===== src/rtl/bus_scenario_sequencer.sv =====
// bus_scenario_sequencer
//   Run-time configurable stimulus sequencer for the bus testbench. A
//   scenario is latched from the cfg_* inputs when start is seen in IDLE.
//   Each participating master then receives a burst of beats. In every beat,
//   m_enable is held for HOLD_CYCLES cycles. The sequencer then waits for all
//   participating masters to drop m_request. Address and write data step by
//   one from beat to beat. A beat that never completes is aborted after
//   TIMEOUT_CYCLES wait cycles.
//
// Ports
//   clk, reset             : rising-edge clock, asynchronous active-high reset
//   start                  : launch a scenario (only looked at in IDLE)
//   cfg_en_mask/rd_mask    : participating masters / read(1) or write(0)
//   cfg_addr/cfg_data      : per-master start address / first write data,
//                            master i at [i*W +: W]
//   cfg_beats              : burst length, 0 behaves as 1
//   m_request              : per-master busy flags from the bus masters
//   m_enable/m_read_en     : per-master transaction enable / read select
//   m_data_in/m_addr_in    : per-master write data / address
//   busy, done, timeout    : status; done and timeout are one-cycle pulses
//   beat_cnt               : beats completed in the current or last scenario
//   state_out              : IDLE=0 DRIVE=1 WAIT=2 DONE=3 ABORT=4
module bus_scenario_sequencer #(
  parameter int NUM_MASTERS    = 2,
  parameter int DATA_WIDTH     = 8,
  parameter int ADDR_WIDTH     = 14,
  parameter int HOLD_CYCLES    = 2,
  parameter int BURST_WIDTH    = 4,
  parameter int TIMEOUT_CYCLES = 1023
) (
  input  logic                              clk,
  input  logic                              reset,
  input  logic                              start,
  input  logic [NUM_MASTERS-1:0]            cfg_en_mask,
  input  logic [NUM_MASTERS-1:0]            cfg_rd_mask,
  input  logic [NUM_MASTERS*ADDR_WIDTH-1:0] cfg_addr,
  input  logic [NUM_MASTERS*DATA_WIDTH-1:0] cfg_data,
  input  logic [BURST_WIDTH-1:0]            cfg_beats,
  input  logic [NUM_MASTERS-1:0]            m_request,
  output logic [NUM_MASTERS-1:0]            m_enable,
  output logic [NUM_MASTERS-1:0]            m_read_en,
  output logic [NUM_MASTERS*DATA_WIDTH-1:0] m_data_in,
  output logic [NUM_MASTERS*ADDR_WIDTH-1:0] m_addr_in,
  output logic                              busy,
  output logic                              done,
  output logic                              timeout,
  output logic [BURST_WIDTH-1:0]            beat_cnt,
  output logic [2:0]                        state_out
);

  typedef enum logic [2:0] {
    ST_IDLE  = 3'd0,
    ST_DRIVE = 3'd1,
    ST_WAIT  = 3'd2,
    ST_DONE  = 3'd3,
    ST_ABORT = 3'd4
  } state_t;

  localparam int HOLD_W = (HOLD_CYCLES > 1) ? $clog2(HOLD_CYCLES) : 1;
  localparam int TO_W   = $clog2(TIMEOUT_CYCLES + 1);
  localparam logic [HOLD_W-1:0]      HOLD_LAST = HOLD_W'(HOLD_CYCLES - 1);
  localparam logic [TO_W-1:0]        TO_LAST   = TO_W'(TIMEOUT_CYCLES - 1);
  localparam logic [HOLD_W-1:0]      HOLD_ONE  = HOLD_W'(1);
  localparam logic [TO_W-1:0]        TO_ONE    = TO_W'(1);
  localparam logic [BURST_WIDTH-1:0] BEAT_ONE  = BURST_WIDTH'(1);
  localparam logic [ADDR_WIDTH-1:0]  ADDR_ONE  = ADDR_WIDTH'(1);
  localparam logic [DATA_WIDTH-1:0]  DATA_ONE  = DATA_WIDTH'(1);

  state_t                            state_q, state_d;
  logic [NUM_MASTERS-1:0]            en_mask_q, en_mask_d;
  logic [NUM_MASTERS-1:0]            rd_mask_q, rd_mask_d;
  logic [BURST_WIDTH-1:0]            beats_q, beats_d;
  logic [HOLD_W-1:0]                 hold_q, hold_d;
  logic [TO_W-1:0]                   to_cnt_q, to_cnt_d;
  logic [BURST_WIDTH-1:0]            beat_cnt_q, beat_cnt_d;
  logic [NUM_MASTERS-1:0]            m_enable_q, m_enable_d;
  logic [NUM_MASTERS-1:0]            m_read_en_q, m_read_en_d;
  logic [NUM_MASTERS*DATA_WIDTH-1:0] m_data_q, m_data_d;
  logic [NUM_MASTERS*ADDR_WIDTH-1:0] m_addr_q, m_addr_d;
  logic                              busy_q, busy_d;
  logic                              done_q, done_d;
  logic                              timeout_q, timeout_d;

  // Next-state and next-output logic of the scenario FSM.
  always_comb begin
    state_d     = state_q;
    en_mask_d   = en_mask_q;
    rd_mask_d   = rd_mask_q;
    beats_d     = beats_q;
    hold_d      = hold_q;
    to_cnt_d    = to_cnt_q;
    beat_cnt_d  = beat_cnt_q;
    m_enable_d  = m_enable_q;
    m_read_en_d = m_read_en_q;
    m_data_d    = m_data_q;
    m_addr_d    = m_addr_q;
    done_d      = 1'b0;
    timeout_d   = 1'b0;

    case (state_q)
      ST_IDLE: begin
        m_enable_d  = {NUM_MASTERS{1'b0}};
        m_read_en_d = {NUM_MASTERS{1'b0}};
        m_data_d    = {(NUM_MASTERS*DATA_WIDTH){1'b0}};
        m_addr_d    = {(NUM_MASTERS*ADDR_WIDTH){1'b0}};
        if (start) begin
          en_mask_d  = cfg_en_mask;
          rd_mask_d  = cfg_rd_mask;
          beats_d    = (cfg_beats == {BURST_WIDTH{1'b0}}) ? BEAT_ONE : cfg_beats;
          beat_cnt_d = {BURST_WIDTH{1'b0}};
          hold_d     = {HOLD_W{1'b0}};
          to_cnt_d   = {TO_W{1'b0}};
          if (cfg_en_mask != {NUM_MASTERS{1'b0}}) begin
            state_d     = ST_DRIVE;
            m_enable_d  = cfg_en_mask;
            m_read_en_d = cfg_en_mask & cfg_rd_mask;
            // Disabled masters keep all-zero outputs; read masters get no data.
            for (int i = 0; i < NUM_MASTERS; i++) begin
              if (cfg_en_mask[i]) begin
                m_addr_d[i*ADDR_WIDTH +: ADDR_WIDTH] = cfg_addr[i*ADDR_WIDTH +: ADDR_WIDTH];
              end else begin
                m_addr_d[i*ADDR_WIDTH +: ADDR_WIDTH] = {ADDR_WIDTH{1'b0}};
              end
              if (cfg_en_mask[i] && !cfg_rd_mask[i]) begin
                m_data_d[i*DATA_WIDTH +: DATA_WIDTH] = cfg_data[i*DATA_WIDTH +: DATA_WIDTH];
              end else begin
                m_data_d[i*DATA_WIDTH +: DATA_WIDTH] = {DATA_WIDTH{1'b0}};
              end
            end
          end else begin
            state_d = ST_DONE;
            done_d  = 1'b1;
          end
        end else begin
          state_d = ST_IDLE;
        end
      end

      ST_DRIVE: begin
        if (hold_q == HOLD_LAST) begin
          state_d    = ST_WAIT;
          m_enable_d = {NUM_MASTERS{1'b0}};
          to_cnt_d   = {TO_W{1'b0}};
        end else begin
          hold_d = hold_q + HOLD_ONE;
        end
      end

      ST_WAIT: begin
        // Completion wins over timeout when both happen on the same edge.
        if ((m_request & en_mask_q) == {NUM_MASTERS{1'b0}}) begin
          beat_cnt_d = beat_cnt_q + BEAT_ONE;
          if (beat_cnt_d < beats_q) begin
            state_d    = ST_DRIVE;
            hold_d     = {HOLD_W{1'b0}};
            m_enable_d = en_mask_q;
            for (int i = 0; i < NUM_MASTERS; i++) begin
              if (en_mask_q[i]) begin
                m_addr_d[i*ADDR_WIDTH +: ADDR_WIDTH] = m_addr_q[i*ADDR_WIDTH +: ADDR_WIDTH] + ADDR_ONE;
              end else begin
                m_addr_d[i*ADDR_WIDTH +: ADDR_WIDTH] = {ADDR_WIDTH{1'b0}};
              end
              if (en_mask_q[i] && !rd_mask_q[i]) begin
                m_data_d[i*DATA_WIDTH +: DATA_WIDTH] = m_data_q[i*DATA_WIDTH +: DATA_WIDTH] + DATA_ONE;
              end else begin
                m_data_d[i*DATA_WIDTH +: DATA_WIDTH] = {DATA_WIDTH{1'b0}};
              end
            end
          end else begin
            state_d     = ST_DONE;
            done_d      = 1'b1;
            m_read_en_d = {NUM_MASTERS{1'b0}};
            m_data_d    = {(NUM_MASTERS*DATA_WIDTH){1'b0}};
            m_addr_d    = {(NUM_MASTERS*ADDR_WIDTH){1'b0}};
          end
        end else if (to_cnt_q == TO_LAST) begin
          state_d     = ST_ABORT;
          timeout_d   = 1'b1;
          m_read_en_d = {NUM_MASTERS{1'b0}};
          m_data_d    = {(NUM_MASTERS*DATA_WIDTH){1'b0}};
          m_addr_d    = {(NUM_MASTERS*ADDR_WIDTH){1'b0}};
        end else begin
          to_cnt_d = to_cnt_q + TO_ONE;
        end
      end

      ST_DONE, ST_ABORT: begin
        state_d     = ST_IDLE;
        m_enable_d  = {NUM_MASTERS{1'b0}};
        m_read_en_d = {NUM_MASTERS{1'b0}};
        m_data_d    = {(NUM_MASTERS*DATA_WIDTH){1'b0}};
        m_addr_d    = {(NUM_MASTERS*ADDR_WIDTH){1'b0}};
      end

      default: begin
        state_d     = ST_IDLE;
        m_enable_d  = {NUM_MASTERS{1'b0}};
        m_read_en_d = {NUM_MASTERS{1'b0}};
        m_data_d    = {(NUM_MASTERS*DATA_WIDTH){1'b0}};
        m_addr_d    = {(NUM_MASTERS*ADDR_WIDTH){1'b0}};
      end
    endcase

    busy_d = (state_d != ST_IDLE);
  end

  // State, latched configuration, counters and registered outputs.
  always_ff @(posedge clk or posedge reset) begin
    if (reset) begin
      state_q     <= ST_IDLE;
      en_mask_q   <= {NUM_MASTERS{1'b0}};
      rd_mask_q   <= {NUM_MASTERS{1'b0}};
      beats_q     <= {BURST_WIDTH{1'b0}};
      hold_q      <= {HOLD_W{1'b0}};
      to_cnt_q    <= {TO_W{1'b0}};
      beat_cnt_q  <= {BURST_WIDTH{1'b0}};
      m_enable_q  <= {NUM_MASTERS{1'b0}};
      m_read_en_q <= {NUM_MASTERS{1'b0}};
      m_data_q    <= {(NUM_MASTERS*DATA_WIDTH){1'b0}};
      m_addr_q    <= {(NUM_MASTERS*ADDR_WIDTH){1'b0}};
      busy_q      <= 1'b0;
      done_q      <= 1'b0;
      timeout_q   <= 1'b0;
    end else begin
      state_q     <= state_d;
      en_mask_q   <= en_mask_d;
      rd_mask_q   <= rd_mask_d;
      beats_q     <= beats_d;
      hold_q      <= hold_d;
      to_cnt_q    <= to_cnt_d;
      beat_cnt_q  <= beat_cnt_d;
      m_enable_q  <= m_enable_d;
      m_read_en_q <= m_read_en_d;
      m_data_q    <= m_data_d;
      m_addr_q    <= m_addr_d;
      busy_q      <= busy_d;
      done_q      <= done_d;
      timeout_q   <= timeout_d;
    end
  end

  assign m_enable  = m_enable_q;
  assign m_read_en = m_read_en_q;
  assign m_data_in = m_data_q;
  assign m_addr_in = m_addr_q;
  assign busy      = busy_q;
  assign done      = done_q;
  assign timeout   = timeout_q;
  assign beat_cnt  = beat_cnt_q;
  assign state_out = state_q;

endmodule


===== config.mk =====
export PLATFORM = sky130hd
export DESIGN_NAME = bus_scenario_sequencer
export DESIGN_NICKNAME = d
export VERILOG_FILES = /design/src/rtl/bus_scenario_sequencer.sv
export SDC_FILE = /design/constraint.sdc
export NUM_CORES = 1
export LEC_CHECK = 0
export CAP_MARGIN = 10
export CORE_MARGIN = 4
export CORE_UTILIZATION = 28
export DETAILED_ROUTE_END_ITERATION = 8
export MAX_ROUTING_LAYER = met4
export SYNTH_ARGS = -nofsm -noshare
export SYNTH_HDL_FRONTEND = slang
export SYNTH_SLANG_ARGS = --single-unit

===== constraint.sdc =====
create_clock -name clk -period 5.8 [get_ports clk]
set_input_delay 0.87 -clock clk [delete_from_list [all_inputs] [get_ports clk]]
set_output_delay 0.87 -clock clk [all_outputs]
set_load 0.01 [all_outputs]

# == Word-level counts from Yosys, hierarchy flattened ==
# Cells that the tools add are included.
# word_totals
input_bits,57
elab_cells,119
register_bits,77
out_inout_bits,58
# op_classes
order_cmp,1
mux,61
reduce_logical,22
n_eq_ne,11
n_bitwise,3
addsub,7
# op_table
operator,count
$mux W28,5
$pmux W28 S3,1
$mux W16,5
$mux W14,4
$pmux W16 S3,1
$mux W10,4
$mux W8,4
$pmux W10 S3,1
$add A14 B1 Y14 const B,2
$mux W2,12
$add A8 B1 Y8 const B,2
$mux W3,4
$mux W4,3
$ne A2 B2 Y1 const B,6
$pmux W2 S3,2
$mux W1,11
$add A10 B1 Y10 const B,1
$eq A10 B10 Y1 const B,1
$pmux W3 S3,1
$reduce_and A3 Y1,3
$pmux W4 S2,1
$ne A3 B3 Y1 const B,2
$reduce_bool A3 Y1,2
$reduce_and A5 Y1,1
other kinds (17),26

# == Longest topological paths before layout ==
# logic_depth
ltp_word,6
depth_mapped,9
depth_no_buf,8

# == Worst setup path after synthesis ==
# OpenSTA, ideal clock, no wires.
# synth_timing
kind,register to register
from,reg beat_cnt_q[0] (netlist: beat_cnt[0])
to,reg m_data_q[11] (netlist: m_data_in[11])
slack_ns,3.351
n_path_buf,1
setup_ns,0.147
path_stages_with_launch,10
arrival_ns,2.302
synth_period_minus_slack_ns,2.449
t_required_ns,5.653
path_cell_list,dfrtp_1 ha_1 xor2_1 ha_1 nand3_1 o221ai_1 clkbuf_1 nor3_1 o21ai_0 o311ai_0
# synth_between
elab_chain_len,5
# synth_lines
item,line,rtl
from (decl),75,"logic [BURST_WIDTH-1:0] beat_cnt_q, beat_cnt_d;"
from (signal assigned),216,beat_cnt_q <= {BURST_WIDTH{1'b0}};
from (signal assigned),231,beat_cnt_q <= beat_cnt_d;
$add A4 B1 Y4,152,beat_cnt_d = beat_cnt_q + BEAT_ONE;
$lt A4 B4 Y1,153,if (beat_cnt_d < beats_q) begin
$mux W16,153,
$mux W16,151,if ((m_request & en_mask_q) == {NUM_MASTERS{1'b0}}) begin
$pmux W16 S3,100,case (state_q)
to (signal assigned),219,m_data_q <= {(NUM_MASTERS*DATA_WIDTH){1'b0}};
to (signal assigned),234,m_data_q <= m_data_d;
to (decl),78,"logic [NUM_MASTERS*DATA_WIDTH-1:0] m_data_q, m_data_d;"
# No other way between the ends.
# A chain may end at the register's enable or synchronous reset.

# == Worst setup path after layout ==
# layout_timing
from,in start
to,reg m_data_q[4] (netlist: m_data_in[4])
# layout_between
elab_chain_len,2
# layout_lines
item,line,rtl
from (decl),33,"input logic start,"
$mux W16,106,if (start) begin
$pmux W16 S3,100,
# No other way between the ends.

==> results.txt <==
Outcome: finished, final reports clean
Global routing usage on met1: 21.0%
GRT overflow: 0
Routability cong.: 0.863
Row count: 45
Area growth from synthesis to layout: 37.1%
Longest Clk Path Bufs: 2
Setup-failing EPs final: 0
Final Hold Fails: 0
Max-slew headroom at the worst pin: 32.6%
Port bufs: 114
Synth Area in Adders: 2.87%
GR Util met2: 23.9%
Final Cell Area: 5970 um^2
Detailed Route WL: 13,500 um
Post-CTS Setup Inserts: 0
Post-Synth Simple-Gate Area: 25.6%
Clk_skew: 0.00692 ns
Layout fillers: 1,514
DRC violations left: 0
Via density: 5.48
Sequential share of the synthesized area: 44.3%
Netlist Area Pre-Place: 4350 um^2
Commonest non-fill, non-tap cells in the layout: clkdlybuf4s50_1 (114), dfrtp_1 (77), nand2_1 (70)
Die height: 133 um
Largest net degree at the start of global routing: 78
Largest family of logic cells by synthesized area: simple AND/OR/NAND/NOR gates
Crit Path Max Fanout: 18
CTS root buffer: clkbuf_16
Initial antenna violation count: 0
CTS hold repair buffers: 0
Max Clock Freq: 0.321 GHz
Final min period: 3.11 ns
CTS resizes: 0
Most common cell after layout, fill and taps aside: clkdlybuf4s50_1
Via count: 4,271
ANT nets after route: 0
Worst-Skew Late Latency: 0.34 ns
VDD IR-drop max: 165 uV
Synth Warn #: 0
Clock buffer count from CTS: 9
Max-cap viol count: 0
Core Util, Final: 39.3%
Period utilization: 53.6%
Hold_ws: 0.478 ns
Hold WC Path Type: reg -> reg
Ant. Diodes: 0
Mapped Nets: 546
Initial DRC Count: 322
Initial Util: 28.6%
Nets: 654
Compound-cell area share of the yosys netlist: 22.0%
Required @ worst endpoint: 6.01 ns
Post-place instance area: 5650 um^2
CTS tree: yes
Setup TNS: 0 ns
EDFF count, synth: 0
Lkg Pwr: 2.33 nW
RSZ-0062 raised after global routing: false
Vias in the first global route: 4,297
Clk sinks: 77
GRT Util Overall: 15.9%
Mux contribution to synthesized area: 0.230%
Layout cells sized above 1: 6.93%
Worst setup EP type: register
Post-Syn Instances: 479
Sequential cell area: 1930 um^2
Post-synth ARST share: 100%
Ys flop type: dfrtp_1
Post-Syn Area per Cell: 9.09 um^2
Tightest Pin Transition: 1.01 ns
Number of distinct library cells after synthesis: 60
Setup CP Type: in -> reg
Synth Area in XOR/XNOR: 0.805%
Ports: 115
H-tree Lvls: 3
Busiest layer in global routing: met2
Worst EP arrival: 3.33 ns
Power Dens Cells: 402 nW/um^2
First-pass GRT wire length: 22,100 um
#FFs+latches synth: 77
DR pass1 iterations: 5
Multi-input logic area: 2260 um^2
Horiz. Die Dim: 133 um
Clock transition at path regs: 0.06 ns
Startpoint types: primary input
Wire per inst: 17.3 um
GR Layer Usage met3: 3.12%
HPWL after DPL: 9720 um
Max Transition Viols Final: 0
Core area: 15,200 um^2
Die area: 17,600 um^2
==> flip-flops by register name, summed over array words and instances, names as in the netlist, 2 cells and up <==
name and cells:
beats_q 4, to_cnt_q 10, m_data_in 16, m_read_en 2, en_mask_q 2, m_addr_in 28
beat_cnt 4, m_enable 2, rd_mask_q 2, state_out 3
==> worst max-delay path, cell delays in order <==
cell             delay (ns)
clkdlybuf4s50_1        0.56
nor4b_1                0.25
buf_4                  0.22
and2_1                 0.61
nor2b_1                0.56
nand2_1                0.12
o311ai_0               0.11
==> cells by family (layout without fill, tap and decap cells) <==
| family | count (synthesis) | in the layout |
|---|---|---|
| AO/OA/AOI/OAI | 135 | 135 |
| XOR/XNOR | 4 | 4 |
| adder cells (fa/ha/maj) | 10 | 10 |
| buffers and inverters | 39 | 152 |
| flip-flops | 77 | 77 |
| multiplexers | 1 | 1 |
| AND/OR/NAND/NOR | 213 | 213 |
==> layer usage <==
layer	wire, um	vias up
li1	-	2021
met1	6340	2064
met2	6130	159
met3	759	27
met4	303	0
met5	0	-
==> synthesized netlist by cell type (all sizes together) (9+ instances only) <==
| library cell | instances | area (um^2) |
|---|---|---|
| a21oi | 25 | 129 |
| ha | 10 | 125 |
| a22oi | 10 | 75.1 |
| nand2 | 70 | 263 |
| dfrtp | 77 | 1930 |
| o311ai | 9 | 78.8 |
| buf | 16 | 98.8 |
| nor4 | 11 | 68.8 |
| nand3 | 39 | 218 |
| inv | 19 | 71.3 |
| nor3 | 11 | 65.1 |
| a221o | 17 | 170 |
| o21ai | 36 | 184 |
| or3 | 13 | 81.3 |
| nor2 | 21 | 95.1 |
==> power by group <==
group / total (W) / internal (W) / switching, W
clock network: 0.000569 / 0.000344 / 0.000225
logic: 0.000985 / 0.000435 / 0.000551
registers: 0.000845 / 0.000667 / 0.000178
==> stage by stage <==
step / total power, W / worst slack (ns) / instances
floorplan: 0.00139 / 2.96 / 479
global placement: 0.00179 / 2.39 / 763
detailed placement: 0.00181 / 2.34 / 763
CTS: 0.00239 / 2.69 / 779
global route: 0.00257 / 2.43 / 780
finish: 0.00240 / 2.69 / 780
==> final cells by class <==
class | count | share of cell area [%]
inverter | 19 | 1.22
clock inverter | 4 | 0.797
tap | 188 | 3.94
multi-input combinational | 363 | 37.8
clock buffer | 12 | 4.13
sequential | 77 | 32.3
timing repair buffer | 117 | 19.8
==> path summary, 6_finish.rpt <==
path / startpoint / to / slack (ns) / depth (start not counted)
max: start / m_data_in[4]$_DFFE_PP0P_ / 2.69 / 7
min: rd_mask_q[0]$_DFFE_PP0P_ / rd_mask_q[0]$_DFFE_PP0P_ / 0.48 / 2
max reg2reg: beat_cnt[0]$_DFFE_PP0P_ / m_addr_in[22]$_DFFE_PP0P_ / 2.81 / 8
min reg2reg: rd_mask_q[0]$_DFFE_PP0P_ / rd_mask_q[0]$_DFFE_PP0P_ / 0.48 / 2
max in group asynchronous: reset / m_addr_in[18]$_DFFE_PP0P_ / 3.98 / 3
min in group asynchronous: reset / m_addr_in[4]$_DFFE_PP0P_ / 1.18 / 3
Note: power is estimated with default switching activity, not from simulation.
==> edit: new RTL, config.mk and constraints unchanged <==
The parameter `BURST_WIDTH` goes from 4 to 5.
--- a/src/rtl/bus_scenario_sequencer.sv
+++ b/src/rtl/bus_scenario_sequencer.sv
@@ -27,3 +27,3 @@
   parameter int HOLD_CYCLES    = 2,
-  parameter int BURST_WIDTH    = 4,
+  parameter int BURST_WIDTH    = 5,
   parameter int TIMEOUT_CYCLES = 1023
Interface: changed (resized beat_cnt and cfg_beats); port bits go from 115 to 117. No check against the original RTL was run, so the function may have changed too.
==> edit against the original RTL <==
Setup slack worse by 0.14 ns. Synthesized area up 6.0%. Clock skew up 0.0034 ns. Total power up 3.2%. Critical endpoint is now m_addr_in[2]$_DFFE_PP0P_. Wire length up 5.4%. Utilization down 0.18 points. Largest cell class unchanged. Design area up 4.8%. Sequential cell count up 2. Cell count up 7.2%. Critical path depth down 1. Critical path type unchanged.
==> edit: results (changes against the original RTL) <==
[pwr]
ir_drop_v=0.0002056  ; +25%

[run_status]
status=completed

[layout]
fill_cells=1599  ; +5.6%
final_nets=684  ; +4.6%
inverters=30  ; +11
n_all_buffers=120  ; +2.6%
diodes=0  ; unchanged
layout-drive-gt1-share_pct=5.968  ; -0.96 points
postLayoutCoreUtil_pct=39.08  ; -0.18 points
multi_input_area_um2=2401  ; +6.4%
multi_input_gates=375  ; +3.3%
regArea_um2=1977  ; +2.6%
seq_cells=79  ; +2.6%
clkbuf_count=11  ; -1
bufAreaShareNonClock_pct=19.05  ; -0.78 points

[place]
place.detailed.hpwl_mm=10.41  ; +7.2%
dp_cells=820  ; +7.5%
placement.io_buffers=116  ; +1.8%
placed_area_um2=5953  ; +5.4%
gp_congestion=0.8378  ; -2.9%
place_ws_ns=2.239  ; -0.1063 ns

[timing]
fin_hold_ws_ns=0.4774  ; -0.001028 ns
tightest_slew_ns=1.120  ; +0.1082 ns
skew_ns=0.01033  ; +0.003408 ns

[yosys]
synth_top_family_by_area=compound AO/OA/AOI/OAI gates
syn_inst=509  ; +6.3%
synthXorXnorAreaFrac_pct=1.708  ; +0.90 points
yosysSeqAreaShare_pct=42.83  ; -1.4 points
netlist_top_cells_count=dfrtp_1 (79), nand2_1 (61), inv_1 (30)
synth_mux_area_share_pct=0.2169  ; -0.013 points
syn-num-nets=578  ; +5.9%
synth-compound-area-share_pct=25.43  ; +3.4 points
synthTopCellsByArea=dfrtp_1 (43%), nand2_1 (5.0%), ha_1 (3.0%)

[setup_path]
regToRegEndpoint=m_addr_in[2]$_DFFE_PP0P_
reg2reg_slack_ns=2.83  ; +0.02 ns
crit_fanout=16  ; -2
path_delay_family=compound AO/OA/AOI/OAI gates
cpPeakStageDelay_ns=0.88  ; +0.27 ns
rr_worst_depth=9  ; +1
critPathSlowestCell=a22oi_1
cp_data_arrival_time_ns=3.47  ; +0.14 ns

[global_route]
grt_util_met1_pct=21.01  ; about the same
grt_pass1_vias=4418  ; +2.8%
grt.met2_usage_pct=24.96  ; +1.0 points
antenna_found_initial=0  ; unchanged
grt_util_all_layers_pct=16.10  ; +0.16 points
grt_pass1_wl_mm=23.08  ; +4.6%
grt_max_degree=41  ; -47%
grt.met3_usage_pct=2.628  ; -0.49 points

[route]
met3_length_um=714  ; -5.9%
drtIter0Drc=386  ; +20%
drt_wl_total_mm=14.26  ; +5.4%
wl_met1_mm=6.481  ; +2.3%
vias_per_cell=5.295  ; -3.3%
wl_per_cell_um=17.05  ; -1.7%
route.met2.wl_mm=6.784  ; +11%

[worst_hold_path]
hold_depth=2  ; unchanged
whs_endpoint=beats_q[0]$_DFFE_PP0P_

[clock_tree]
cts_resized=0  ; unchanged

[floorplanning]
die_w_um=136.4  ; +2.8%

==> edit: changes by cell type after synthesis, sizes merged, moves of 10 or more <==
| cell | change |
|---|---|
| a21o | +12 |
| and2 | +10 |
| or3 | -11 |
| inv | +11 |
| a221o | -10 |
| nand3 | -12 |
==> edit: worst max-delay path by stage <==
stage / start / endpoint / slack (ns) / cells past startpoint
after floorplan: reset / beat_cnt[0]$_DFFE_PP0P_ / 2.91 / 1
after global placement: m_request[0] / m_addr_in[7]$_DFFE_PP0P_ / 2.23 / 6
after detailed placement: m_request[0] / m_data_in[3]$_DFFE_PP0P_ / 2.24 / 6
after CTS: m_request[0] / m_data_in[3]$_DFFE_PP0P_ / 2.63 / 6
after global routing: m_request[0] / m_addr_in[2]$_DFFE_PP0P_ / 2.36 / 6
final: m_request[0] / m_addr_in[2]$_DFFE_PP0P_ / 2.55 / 6
==> edit: power breakdown <==
part	total [µW]	switching, µW	internal, µW	leakage [µW]
combinational	1010	565	449	0.00140
sequential	883	199	684	0.00106
clock	579	234	345	0.000138
